===== src/rtl/interrupt_controller_pkg.sv =====
// Shared constants and FSM state type for the interrupt controller.
package interrupt_controller_pkg;

  localparam logic [5:0] IMSK_ADDR_DEFAULT = 6'h39;
  localparam logic [5:0] IFR_ADDR_DEFAULT  = 6'h38;

  typedef enum logic [1:0] {
    IRQ_IDLE    = 2'd0,
    IRQ_REQUEST = 2'd1,
    IRQ_SERVICE = 2'd2
  } irq_state_t;

endpackage


===== src/rtl/irq_priority_enc.sv =====
// Lowest-index-wins priority encoder over the 8-bit pending set.
module irq_priority_enc (
  input  logic [7:0] pend,
  output logic       valid,
  output logic [2:0] idx
);

  // Scan from the top down so the lowest set bit is the last to assign.
  always_comb begin
    valid = |pend;
    idx   = 3'd0;
    for (int i = 7; i >= 0; i--) begin
      if (pend[i]) idx = 3'(i);
    end
  end

endmodule


===== src/rtl/interrupt_controller.sv =====
// Edge-latched, maskable, fixed-priority interrupt controller with a
// request/service handshake and I/O-mapped IMSK/IFR registers.
module interrupt_controller
  import interrupt_controller_pkg::*;
#(
  parameter int          NUM_IRQ     = 8,
  parameter logic [11:0] VECTOR_BASE = 12'h001,
  parameter logic [5:0]  IMSK_ADDR   = IMSK_ADDR_DEFAULT,
  parameter logic [5:0]  IFR_ADDR    = IFR_ADDR_DEFAULT
) (
  input  logic               clk,
  input  logic               reset,
  input  logic [NUM_IRQ-1:0] irq_lines,
  input  logic               sreg_i,
  input  logic               irq_ack,
  input  logic               reti,
  input  logic [5:0]         io_addr,
  input  logic               io_wr,
  input  logic [7:0]         io_wdata,
  output logic [7:0]         io_rdata,
  output logic               irq,
  output logic [11:0]        vector,
  output logic               in_service
);

  localparam logic [8:0] MASK9     = (9'd1 << NUM_IRQ) - 9'd1;
  localparam logic [7:0] LINE_MASK = MASK9[7:0];

  logic [NUM_IRQ-1:0] line_q;
  logic [7:0]         ifr;
  logic [7:0]         imsk;
  logic [7:0]         rise;
  logic [7:0]         sw_clr;
  logic [7:0]         ack_clr;
  logic [7:0]         pend;
  logic               win_valid;
  logic [2:0]         win_idx;
  logic [2:0]         idx_q;
  irq_state_t         state;

  always_comb begin
    rise = '0;
    rise[NUM_IRQ-1:0] = irq_lines & ~line_q;
  end

  assign sw_clr  = (io_wr && io_addr == IFR_ADDR) ? io_wdata : 8'd0;
  assign ack_clr = (state == IRQ_REQUEST && irq_ack) ? (8'd1 << idx_q) : 8'd0;
  assign pend    = ifr & imsk;

  irq_priority_enc u_enc (
    .pend  (pend),
    .valid (win_valid),
    .idx   (win_idx)
  );

  // New edges are OR'd in after clears so a simultaneous set wins.
  always_ff @(posedge clk) begin
    if (reset) begin
      line_q <= irq_lines;
      ifr    <= '0;
      imsk   <= '0;
    end else begin
      line_q <= irq_lines;
      ifr    <= ((ifr & ~sw_clr & ~ack_clr) | rise) & LINE_MASK;
      if (io_wr && io_addr == IMSK_ADDR) imsk <= io_wdata & LINE_MASK;
    end
  end

  always_ff @(posedge clk) begin
    if (reset) begin
      state      <= IRQ_IDLE;
      idx_q      <= '0;
      irq        <= 1'b0;
      vector     <= '0;
      in_service <= 1'b0;
    end else begin
      case (state)
        IRQ_IDLE: begin
          if (sreg_i && win_valid) begin
            state  <= IRQ_REQUEST;
            idx_q  <= win_idx;
            vector <= VECTOR_BASE + {9'd0, win_idx};
            irq    <= 1'b1;
          end
        end
        IRQ_REQUEST: begin
          if (irq_ack) begin
            state      <= IRQ_SERVICE;
            irq        <= 1'b0;
            in_service <= 1'b1;
          end
        end
        IRQ_SERVICE: begin
          if (reti) begin
            state      <= IRQ_IDLE;
            in_service <= 1'b0;
          end
        end
        default: begin
          state      <= IRQ_IDLE;
          irq        <= 1'b0;
          in_service <= 1'b0;
        end
      endcase
    end
  end

  always_comb begin
    io_rdata = 8'd0;
    if (io_addr == IMSK_ADDR)     io_rdata = imsk;
    else if (io_addr == IFR_ADDR) io_rdata = ifr;
  end

endmodule


===== config.mk =====
export PLATFORM = sky130hd
export DESIGN_NAME = interrupt_controller
export DESIGN_NICKNAME = d
export VERILOG_FILES = /design/src/rtl/interrupt_controller_pkg.sv /design/src/rtl/irq_priority_enc.sv /design/src/rtl/interrupt_controller.sv
export SDC_FILE = /design/constraint.sdc
export NUM_CORES = 1
export LEC_CHECK = 0
export CAP_MARGIN = 10
export CELL_PAD_IN_SITES_DETAIL_PLACEMENT = 0
export CELL_PAD_IN_SITES_GLOBAL_PLACEMENT = 1
export CORE_MARGIN = 2
export CORE_UTILIZATION = 35
export CTS_CLUSTER_SIZE = 10
export DETAILED_ROUTE_END_ITERATION = 7
export PLACE_DENSITY_LB_ADDON = 0.1
export SLEW_MARGIN = 10
export SYNTH_ARGS = -nofsm -noshare
export SYNTH_HDL_FRONTEND = slang
export SYNTH_HIERARCHICAL = 1
export SYNTH_SLANG_ARGS = --single-unit

===== constraint.sdc =====
create_clock -name clk -period 2.1 [get_ports clk]
set_input_delay 0.42 -clock clk [delete_from_list [all_inputs] [get_ports clk]]
set_output_delay 0.42 -clock clk [all_outputs]
set_load 0.01 [all_outputs]

Word level (Yosys, flattened, before mapping)

Index checks and enable logic that the tools add are counted.

$add $sub $neg: 1
Multipliers: 0
Div/mod/pow operators: 0
$lt $le $gt $ge: 0
Equal/unequal tests: 7
Shift-type cells: 1
Multiplexer cells: 22
Bitwise logic cells: 10
Reduce and logical (&&, ||, !) cells: 10

Operator list:

| cell                                            | number |
|---|---|
| bitwise AND 8 bit                               | 4 |
| 2-to-1 mux 8 bit                                | 4 |
| 2-to-1 mux 3 bit                                | 8 |
| inverter 8 bit                                  | 3 |
| == test 6 bit, second input constant            | 2 |
| AND reduction 3 bit                             | 3 |
| OR 8 bit                                        | 1 |
| OR reduction 8 bit                              | 1 |
| left shift 1 x 3 -> 8 bit, first input constant | 1 |
| 2-to-1 mux 2 bit                                | 3 |
| != test 2 bit, second input constant            | 3 |
| case mux 1 bit (3 select lines)                 | 2 |
| case mux 2 bit (3 select lines)                 | 1 |
| adder 1 x 3 -> 4 bit, first input constant      | 1 |
| logical AND 1 bit                               | 4 |
| 2-to-1 mux 1 bit                                | 4 |
| == test 2 x 1 -> 1 bit, second input constant   | 1 |
| == test 2 bit, second input constant            | 1 |
| zero test 2 bit                                 | 1 |
| inverter 1 bit                                  | 2 |
| AND reduction 2 bit                             | 1 |

Register bits: 43
Latch bits: 0
Memory bits (writable): 0
Bits in read-only memories: 0
Input port bits: 28
Output and inout bits: 22
Logic and storage cells: 59
Memories: 0

Longest topological paths before layout

Gate-level depths: netlist (run 1).

Depth after elaboration: 10
Mapped depth: 7
Gate-level depth less buffers: 7

Modules after synthesis

The synthesis (run 1) kept the hierarchy.

By module, submodules not included:

| module               | instances | cells each | area an instance (µm²) | seq. area each (µm²) |
|---|---|---|---|---|
| interrupt_controller | 1         | 174        | 1,650.3                | 700.7 |
| irq_priority_enc     | 1         | 13         | 81.3                   | 0.0 |

Worst setup path before layout (run 1)

OpenSTA, ideal clock, no wires.

Kind: input to output
From: input io_addr[2]
To: output io_rdata[0]
Data arrival time: 1,495 ps
Required time: 1,680 ps
Setup slack: 185 ps
Stages: 4
Buffers on the path: 1
Cells stage by stage: or3b_4 -> or2_2 -> clkbuf_1 -> nor2_1

Word-level cells in the longest chain between the ends: 3
Elaborated cells on any way between the ends: 4
Classes of those cells: 2 x eq/ne; 2 x mux

RTL lines:

| what                 | line                        | text |
|---|---|---|
| from (decl)          | interrupt_controller.sv:17  | `input logic [5:0] io_addr,` |
| == test 6 bit        | interrupt_controller.sv:111 | `else if (io_addr == IFR_ADDR) io_rdata = ifr;` |
| 2-to-1 mux 8 bit     | interrupt_controller.sv:111 |  |
| 2-to-1 mux 8 bit (*) | interrupt_controller.sv:110 | `if (io_addr == IMSK_ADDR) io_rdata = imsk;` |
| to (decl)            | interrupt_controller.sv:20  | `output logic [7:0] io_rdata,` |

Every way passes the cells marked *; elsewhere a longest branch is shown, timed or not.

Worst setup path in the final report (run 1)

From: input io_addr[5]
To: output io_rdata[5]

The elaborated chain is that of the path after synthesis.

==> results of run 1 <==
-- layer usage --
| layer | share of wire (%) | global-route usage (%) | vias up |
|---|---|---|---|
| li1 | - | - | 725 |
| met1 | 47 | 18.9 | 662 |
| met2 | 46 | 24.0 | 34 |
| met3 | 5.2 | 4.20 | 7 |
| met4 | 1.6 | 5.95 | 0 |
| met5 | 0 | 0 | - |
-- sequential cells by signal (all words and copies together), names as in the netlist --
signal and flops:
idx_q 3, ifr 8, imsk 8, in_service 1, irq 1, line_q 8
state 2, vector 4
-- critical path, cell delays in order --
cell             delay (ns)
clkdlybuf4s50_1        0.45
nand2_1                0.14
or2_4                  0.35
nor2_1                 0.10
buf_2                  0.13
-- stage by stage --
step / instance area, um^2 / TNS (ns)
detailed placement: 2230 / -5.02
global placement: 2230 / -4.95
global route: 2300 / 0
finish: 2300 / 0
CTS: 2300 / 0
floorplan: 1760 / 0
-- logic make-up after synthesis --
logic type                 after synthesis  synth area share, %
DFF                                     35                 40.5
adders and majority gates                1                0.722
muxes                                   20                 11.6
buffers and inverters                   18                 5.78
other                                    1                0.217
AOI/OAI and AO/OA                       30                 11.8
and+or+nand+nor                         81                 29.0
xor gates and xnor gates                 1                0.506
-- cell usage in the layout (no fill, tap or decap), types with 3 or more instances in the layout --
cell type	Yosys	layout
dfxtp_1	35	35
clkdlybuf4s50_1	0	30
nand2b_1	27	27
mux2i_1	20	20
nor2_1	21	19
and2_1	16	16
o21ai_0	8	8
a221oi_1	8	8
conb_1	1	8
buf_2	2	8
clkbuf_8	0	7
a21oi_1	6	6
buf_4	8	4
nand2_1	3	3
inv_1	3	3
dlygate4sd2_1	0	3
-- report_power, final --
| group | leakage, nW | internal (mW) | switching, mW |
|---|---|---|---|
| clock network | 0.0515 | 0.299 | 0.238 |
| logic | 0.526 | 0.0825 | 0.0582 |
| registers | 0.287 | 0.683 | 0.00878 |
-- what timing repair did --
action | in CTS | in global routing
setup buffers | 0 | 0
gates resized for setup | 38 | 0
endpoints found under the setup margin | 8 | 0
hold buffers | 0 | 0
-- area by class of cell --
| cell class | instances | area, um^2 | area share [%] |
|---|---|---|---|
| Sequential cell | 35 | 701 | 30.5 |
| Inverter | 3 | 11.3 | 0.490 |
| Clock buffer | 8 | 100 | 4.36 |
| Timing Repair Buffer | 47 | 437 | 19.0 |
| Multi-Input combinational cell | 141 | 965 | 42.0 |
| Tap cell | 67 | 83.8 | 3.65 |
-- worst max-delay path by stage --
stage | startpoint | endpoint | slack (ns)
detailed placement | io_addr[3] | io_rdata[6] | -0.64
finish | io_addr[5] | io_rdata[5] | 0.08
CTS | io_addr[4] | io_rdata[4] | 0.07
floorplan | io_addr[2] | io_rdata[0] | 0.18
global placement | io_addr[3] | io_rdata[1] | -0.63
global route | io_addr[4] | io_rdata[1] | 0.01
==> impl_metrics.xml, run 1 <==
<?xml version="1.0" encoding="UTF-8"?>
<metrics>
  <group name="cts">
    <metric name="cts_tree" unit="">built</metric>
    <metric name="cts-root-buf" unit="">clkbuf_8</metric>
    <metric name="cts.clk_slew.worst_paths" unit="ns">0.07</metric>
    <metric name="clock-sinks" unit="">35</metric>
    <metric name="h-tree-depth" unit="">2</metric>
    <metric name="insertion_delay" unit="ns">0.29</metric>
    <metric name="cts-root-to-sink-buffers" unit="">2</metric>
    <metric name="cts_made_buffers" unit="">5</metric>
  </group>
  <group name="logic_synthesis">
    <metric name="yosysWarnings" unit="">6</metric>
    <metric name="synth_area" unit="um^2">1730</metric>
    <metric name="synth_top_cell_area_share" unit="%">40.5</metric>
    <metric name="dominant_register_cell_in_the_synthesized_netlist" unit="">dfxtp_1</metric>
    <metric name="synth_enable_flop_cells" unit="">0</metric>
    <metric name="netlist-cell-type-count" unit="">36</metric>
    <metric name="synth_area_per_cell" unit="um^2">9.26</metric>
    <metric name="postSynthCellCount" unit="">187</metric>
    <metric name="asyncSetResetFlopFracSynth" unit="%">0</metric>
    <metric name="synth.yosys.seq_area_share" unit="%">40.5</metric>
    <metric name="post-synth-top-area-cell" unit="">dfxtp_1</metric>
    <metric name="synth.most_common_cell" unit="">dfxtp_1</metric>
    <metric name="synthTopCellsByCount" unit="">dfxtp_1, nand2b_1, nor2_1</metric>
    <metric name="synth_register_bits" unit="">35</metric>
    <metric name="ys_top_cells_by_area" unit="">dfxtp_1, mux2i_1, nand2b_1</metric>
  </group>
  <group name="worst_hold_path">
    <metric name="min_delay_path_depth" unit="">2</metric>
    <metric name="timing.hold.worst.start" unit="">vector[3]</metric>
    <metric name="timing.hold.worst_endpoint" unit="">vector[3]</metric>
    <metric name="worst_hold_path_type" unit="">register to register</metric>
  </group>
  <group name="cells_and_area">
    <metric name="layout-area-overhead-vs-synth" unit="%">32.7</metric>
    <metric name="diodes" unit="">0</metric>
    <metric name="finish.cell_count_without_fillers" unit="">301</metric>
    <metric name="post_route_cells_drive_above_1_share" unit="%">12.8</metric>
    <metric name="final_core_util" unit="%">48.3</metric>
    <metric name="num-nets-final" unit="">262</metric>
    <metric name="n_fill_cell" unit="">486</metric>
  </group>
  <group name="placed_design">
    <metric name="globalplace.congestion" unit="">0.706</metric>
    <metric name="dpl_worst_slack" unit="ns">-0.640</metric>
    <metric name="dpl.cell_count" unit="">293</metric>
    <metric name="dpl_wire_length" unit="um">2820</metric>
    <metric name="place.port_buffers" unit="">41</metric>
  </group>
  <group name="worst_setup_path">
    <metric name="critical_path_peak_fanout" unit="">8</metric>
    <metric name="worstReg2RegStart" unit="">ifr[4]</metric>
    <metric name="setup.worst_path.end_class" unit="">primary output</metric>
    <metric name="startpoint_type" unit="">input port</metric>
    <metric name="critPathKind" unit="">input port to primary output</metric>
    <metric name="setup.reg_to_reg.worst_slack" unit="ns">0.43</metric>
    <metric name="timing.rr.end" unit="">vector[2]</metric>
    <metric name="worst_reg2reg_path_depth" unit="">7</metric>
    <metric name="timing.critical_path.required" unit="ns">1.68</metric>
    <metric name="critical_path_arrival" unit="ns">1.60</metric>
  </group>
  <group name="route">
    <metric name="post_drt_wl_per_cell" unit="um">12.9</metric>
    <metric name="drt-initial-drc-count" unit="">26</metric>
    <metric name="routed_via_density" unit="">4.74</metric>
    <metric name="post_detailed_route_drc_marker_count" unit="">0</metric>
    <metric name="num_vias" unit="">1428</metric>
    <metric name="route.final.wire_length" unit="um">3890</metric>
    <metric name="detail_route.first_pass.iterations" unit="">4</metric>
    <metric name="antenna_left" unit="">0</metric>
  </group>
  <group name="sta">
    <metric name="setup_slack" unit="ns">0.0834</metric>
    <metric name="rsz0062_at_grt" unit="">false</metric>
    <metric name="clock_skew" unit="ns">0.00312</metric>
    <metric name="max_slew_violation_count" unit="">0</metric>
    <metric name="period_minus_slack" unit="ns">2.02</metric>
    <metric name="setup_viol" unit="">0</metric>
    <metric name="max_clock_freq" unit="GHz">0.496</metric>
    <metric name="hold-worst-slack" unit="ns">0.476</metric>
    <metric name="min_period_over_period" unit="%">96.0</metric>
    <metric name="report.final.hold_viol_count" unit="">0</metric>
  </group>
  <group name="floorplanning">
    <metric name="std_cell_rows" unit="">25</metric>
    <metric name="die_width" unit="um">74.3</metric>
    <metric name="start_util" unit="%">36.4</metric>
    <metric name="die_area" unit="um^2">5530</metric>
    <metric name="placeableCoreArea" unit="um^2">4750</metric>
    <metric name="die_extent_in_y" unit="um">74.3</metric>
    <metric name="boundaryPins" unit="">50</metric>
  </group>
  <group name="run">
    <metric name="maxCapViolCount" unit="">0</metric>
  </group>
  <group name="global_route">
    <metric name="grt_pass1_wl" unit="um">6180</metric>
    <metric name="grt_pass1_vias" unit="">1347</metric>
    <metric name="grt_remaining_overflow" unit="">0</metric>
    <metric name="grt_util_overall" unit="%">14.9</metric>
    <metric name="grt_antenna_before_repair" unit="">0</metric>
    <metric name="grt_max_degree" unit="">36</metric>
  </group>
  <group name="outcome">
    <metric name="outcome" unit="">finished clean</metric>
  </group>
  <group name="power">
    <metric name="max-vdd-ir-drop" unit="V">0.000425</metric>
    <metric name="p_per_area" unit="nW/um^2">596</metric>
    <metric name="power" unit="mW">1.37</metric>
    <metric name="leakage" unit="nW">0.865</metric>
  </group>
</metrics>
(Power assumes the default switching activity.)
==> run 2, diff against run 1 <==
--- a/config.mk
+++ b/config.mk
@@ -12,7 +12,9 @@
 export CORE_UTILIZATION = 35
 export CTS_CLUSTER_SIZE = 10
 export DETAILED_ROUTE_END_ITERATION = 7
+export GPL_TIMING_DRIVEN = 0
 export PLACE_DENSITY_LB_ADDON = 0.1
+export RECOVER_POWER = 50
 export SLEW_MARGIN = 10
 export SYNTH_ARGS = -nofsm -noshare
 export SYNTH_HDL_FRONTEND = slang
==> impl_metrics.xml, run 2 (synthesis gave the netlist of run 1 again) <==
<?xml version="1.0" encoding="UTF-8"?>
<metrics>
  <group name="route">
    <metric name="post_drt_wl_per_cell" unit="um">12.1</metric>
    <metric name="num_vias" unit="">1412</metric>
    <metric name="drt-initial-drc-count" unit="">47</metric>
    <metric name="detail_route.first_pass.iterations" unit="">4</metric>
    <metric name="post_detailed_route_drc_marker_count" unit="">0</metric>
    <metric name="antenna_left" unit="">0</metric>
    <metric name="routed_via_density" unit="">4.58</metric>
    <metric name="route.final.wire_length" unit="um">3740</metric>
  </group>
  <group name="global_route">
    <metric name="grt_pass1_vias" unit="">1274</metric>
    <metric name="grt_util_overall" unit="%">14.8</metric>
    <metric name="grt_pass1_wl" unit="um">6060</metric>
    <metric name="grt_util_met1" unit="%">20.3</metric>
    <metric name="grt_remaining_overflow" unit="">0</metric>
    <metric name="grt_max_degree" unit="">11</metric>
    <metric name="most_congested_layer_reported_by_global_routing" unit="">met2</metric>
    <metric name="groute.layer.met2.usage" unit="%">22.3</metric>
    <metric name="global_routing_usage_on_met3" unit="%">4.20</metric>
    <metric name="grt_antenna_before_repair" unit="">0</metric>
  </group>
  <group name="cts">
    <metric name="cts_tree" unit="">built</metric>
    <metric name="post_cts_hold_buffer_count" unit="">0</metric>
    <metric name="cts.clk_slew.worst_paths" unit="ns">0.07</metric>
    <metric name="cts_made_buffers" unit="">5</metric>
    <metric name="h-tree-depth" unit="">2</metric>
    <metric name="clock-sinks" unit="">35</metric>
    <metric name="insertion_delay" unit="ns">0.28</metric>
    <metric name="cts-root-to-sink-buffers" unit="">2</metric>
    <metric name="cts-root-buf" unit="">clkbuf_8</metric>
  </group>
  <group name="floorplanning">
    <metric name="die_area" unit="um^2">5530</metric>
    <metric name="start_util" unit="%">36.4</metric>
    <metric name="placeableCoreArea" unit="um^2">4750</metric>
    <metric name="die_width" unit="um">74.3</metric>
    <metric name="die_extent_in_y" unit="um">74.3</metric>
    <metric name="boundaryPins" unit="">50</metric>
    <metric name="std_cell_rows" unit="">25</metric>
  </group>
  <group name="worst_hold_path">
    <metric name="min_delay_path_depth" unit="">2</metric>
    <metric name="worst_hold_path_type" unit="">register to register</metric>
  </group>
  <group name="placed_design">
    <metric name="place.port_buffers" unit="">40</metric>
    <metric name="dpl_wire_length" unit="um">2780</metric>
    <metric name="globalplace.congestion" unit="">0.699</metric>
  </group>
  <group name="sta">
    <metric name="setup_viol" unit="">0</metric>
    <metric name="period_minus_slack" unit="ns">2.02</metric>
    <metric name="max-slew-margin-rel" unit="%">40.3</metric>
    <metric name="max_slew_violation_count" unit="">0</metric>
    <metric name="hold-worst-slack" unit="ns">0.477</metric>
    <metric name="max_clock_freq" unit="GHz">0.495</metric>
    <metric name="clock_skew" unit="ns">0.00795</metric>
    <metric name="report.final.hold_viol_count" unit="">0</metric>
    <metric name="min_period_over_period" unit="%">96.1</metric>
    <metric name="rsz0062_at_grt" unit="">false</metric>
    <metric name="timing_worst_slew_pin_value" unit="ns">0.891</metric>
  </group>
  <group name="worst_setup_path">
    <metric name="setup.worst_path.end_class" unit="">primary output</metric>
    <metric name="timing.critical_path.required" unit="ns">1.68</metric>
    <metric name="timing.critical_path.cells" unit="">dlygate4sd2_1, or3b_4, or2_4, nor2_2, buf_2</metric>
    <metric name="worst_reg2reg_path_depth" unit="">7</metric>
    <metric name="critPathKind" unit="">input port to primary output</metric>
    <metric name="critical_path_peak_fanout" unit="">8</metric>
    <metric name="path_delay_family" unit="">simple AND/OR/NAND/NOR gates</metric>
    <metric name="critical_path_cell_count" unit="">5</metric>
    <metric name="critical_path.max_stage_delay" unit="ns">0.39</metric>
    <metric name="startpoint_type" unit="">input port</metric>
    <metric name="cpMaxStageDelayCell" unit="">or3b_4</metric>
    <metric name="worstPathBufferInverterCount" unit="">2</metric>
    <metric name="critical_path_arrival" unit="ns">1.60</metric>
  </group>
  <group name="power">
    <metric name="max-vdd-ir-drop" unit="V">0.000426</metric>
    <metric name="leakage" unit="nW">0.906</metric>
    <metric name="power" unit="mW">1.41</metric>
    <metric name="p_per_area" unit="nW/um^2">607</metric>
  </group>
  <group name="cells_and_area">
    <metric name="largest_registers" unit="">ifr: 8 flops, imsk: 8 flops, line_q: 8 flops</metric>
    <metric name="most-common-layout-cells" unit="">dfxtp_1, nand2b_1, mux2i_1</metric>
    <metric name="post_route_cells_drive_above_1_share" unit="%">14.5</metric>
    <metric name="layout_commonest_cell" unit="">dfxtp_1</metric>
    <metric name="num-nets-final" unit="">270</metric>
    <metric name="diodes" unit="">0</metric>
    <metric name="layout-area-overhead-vs-synth" unit="%">34.2</metric>
  </group>
  <group name="run">
    <metric name="maxCapViolCount" unit="">0</metric>
  </group>
  <group name="outcome">
    <metric name="outcome" unit="">finished clean</metric>
  </group>
</metrics>
## run 2: final cells by class
type                       instances  area [um^2]
buffer                            14         85.1
clock buffer                       6         72.6
clock inverter                     1         30.0
fill                             497         2430
inverter                           3         11.3
multi-input combinational        141          973
sequential                        35          701
tap                               67         83.8
timing repair buffer              41          367
## run 2: tightest hold or removal path: stages, from the launching register on
cell and delay (ns):
dfxtp_1 0.31, nand2b_1 0.07, a21oi_1 0.05
## run 2: through the flow
step	util [%]	area, um^2	cells	setup WS (ns)	TNS [ns]
after floorplan	-	1760	194	0.185	0
after global placement	47.2	2240	301	-0.873	-8.09
after detailed placement	47.2	2240	301	-0.854	-7.75
after CTS	48.9	2330	308	0.0630	0
after global routing	48.9	2320	308	0.0230	0
final	48.9	2320	308	0.0817	0
## run 2: where the power goes
part | switching [mW] | internal [mW]
combinational | 0.0594 | 0.0831
clock | 0.229 | 0.348
sequential | 0.00853 | 0.683
total | 0.296 | 1.11
## run 2: layer usage
layer  up-vias  wire length (um)
met5         -                 0
met4         0                31
met3         5               203
met2        36              1620
met1       630              1890
li1        741                 -
## run 2: repair_timing
action	in CTS	in global routing
gates cloned	0	0
gates resized for setup	41	1
setup buffers	1	0
setup endpoints to repair	8	3
pin swaps	6	1
## run 2: worst paths after layout
kind / startpoint / to / slack (ns)
max: io_addr[1] / io_rdata[0] / 0.08
min: vector[3] / vector[3] / 0.48
max reg2reg: ifr[4] / idx_q[0] / 0.38
min reg2reg: vector[3] / vector[3] / 0.48
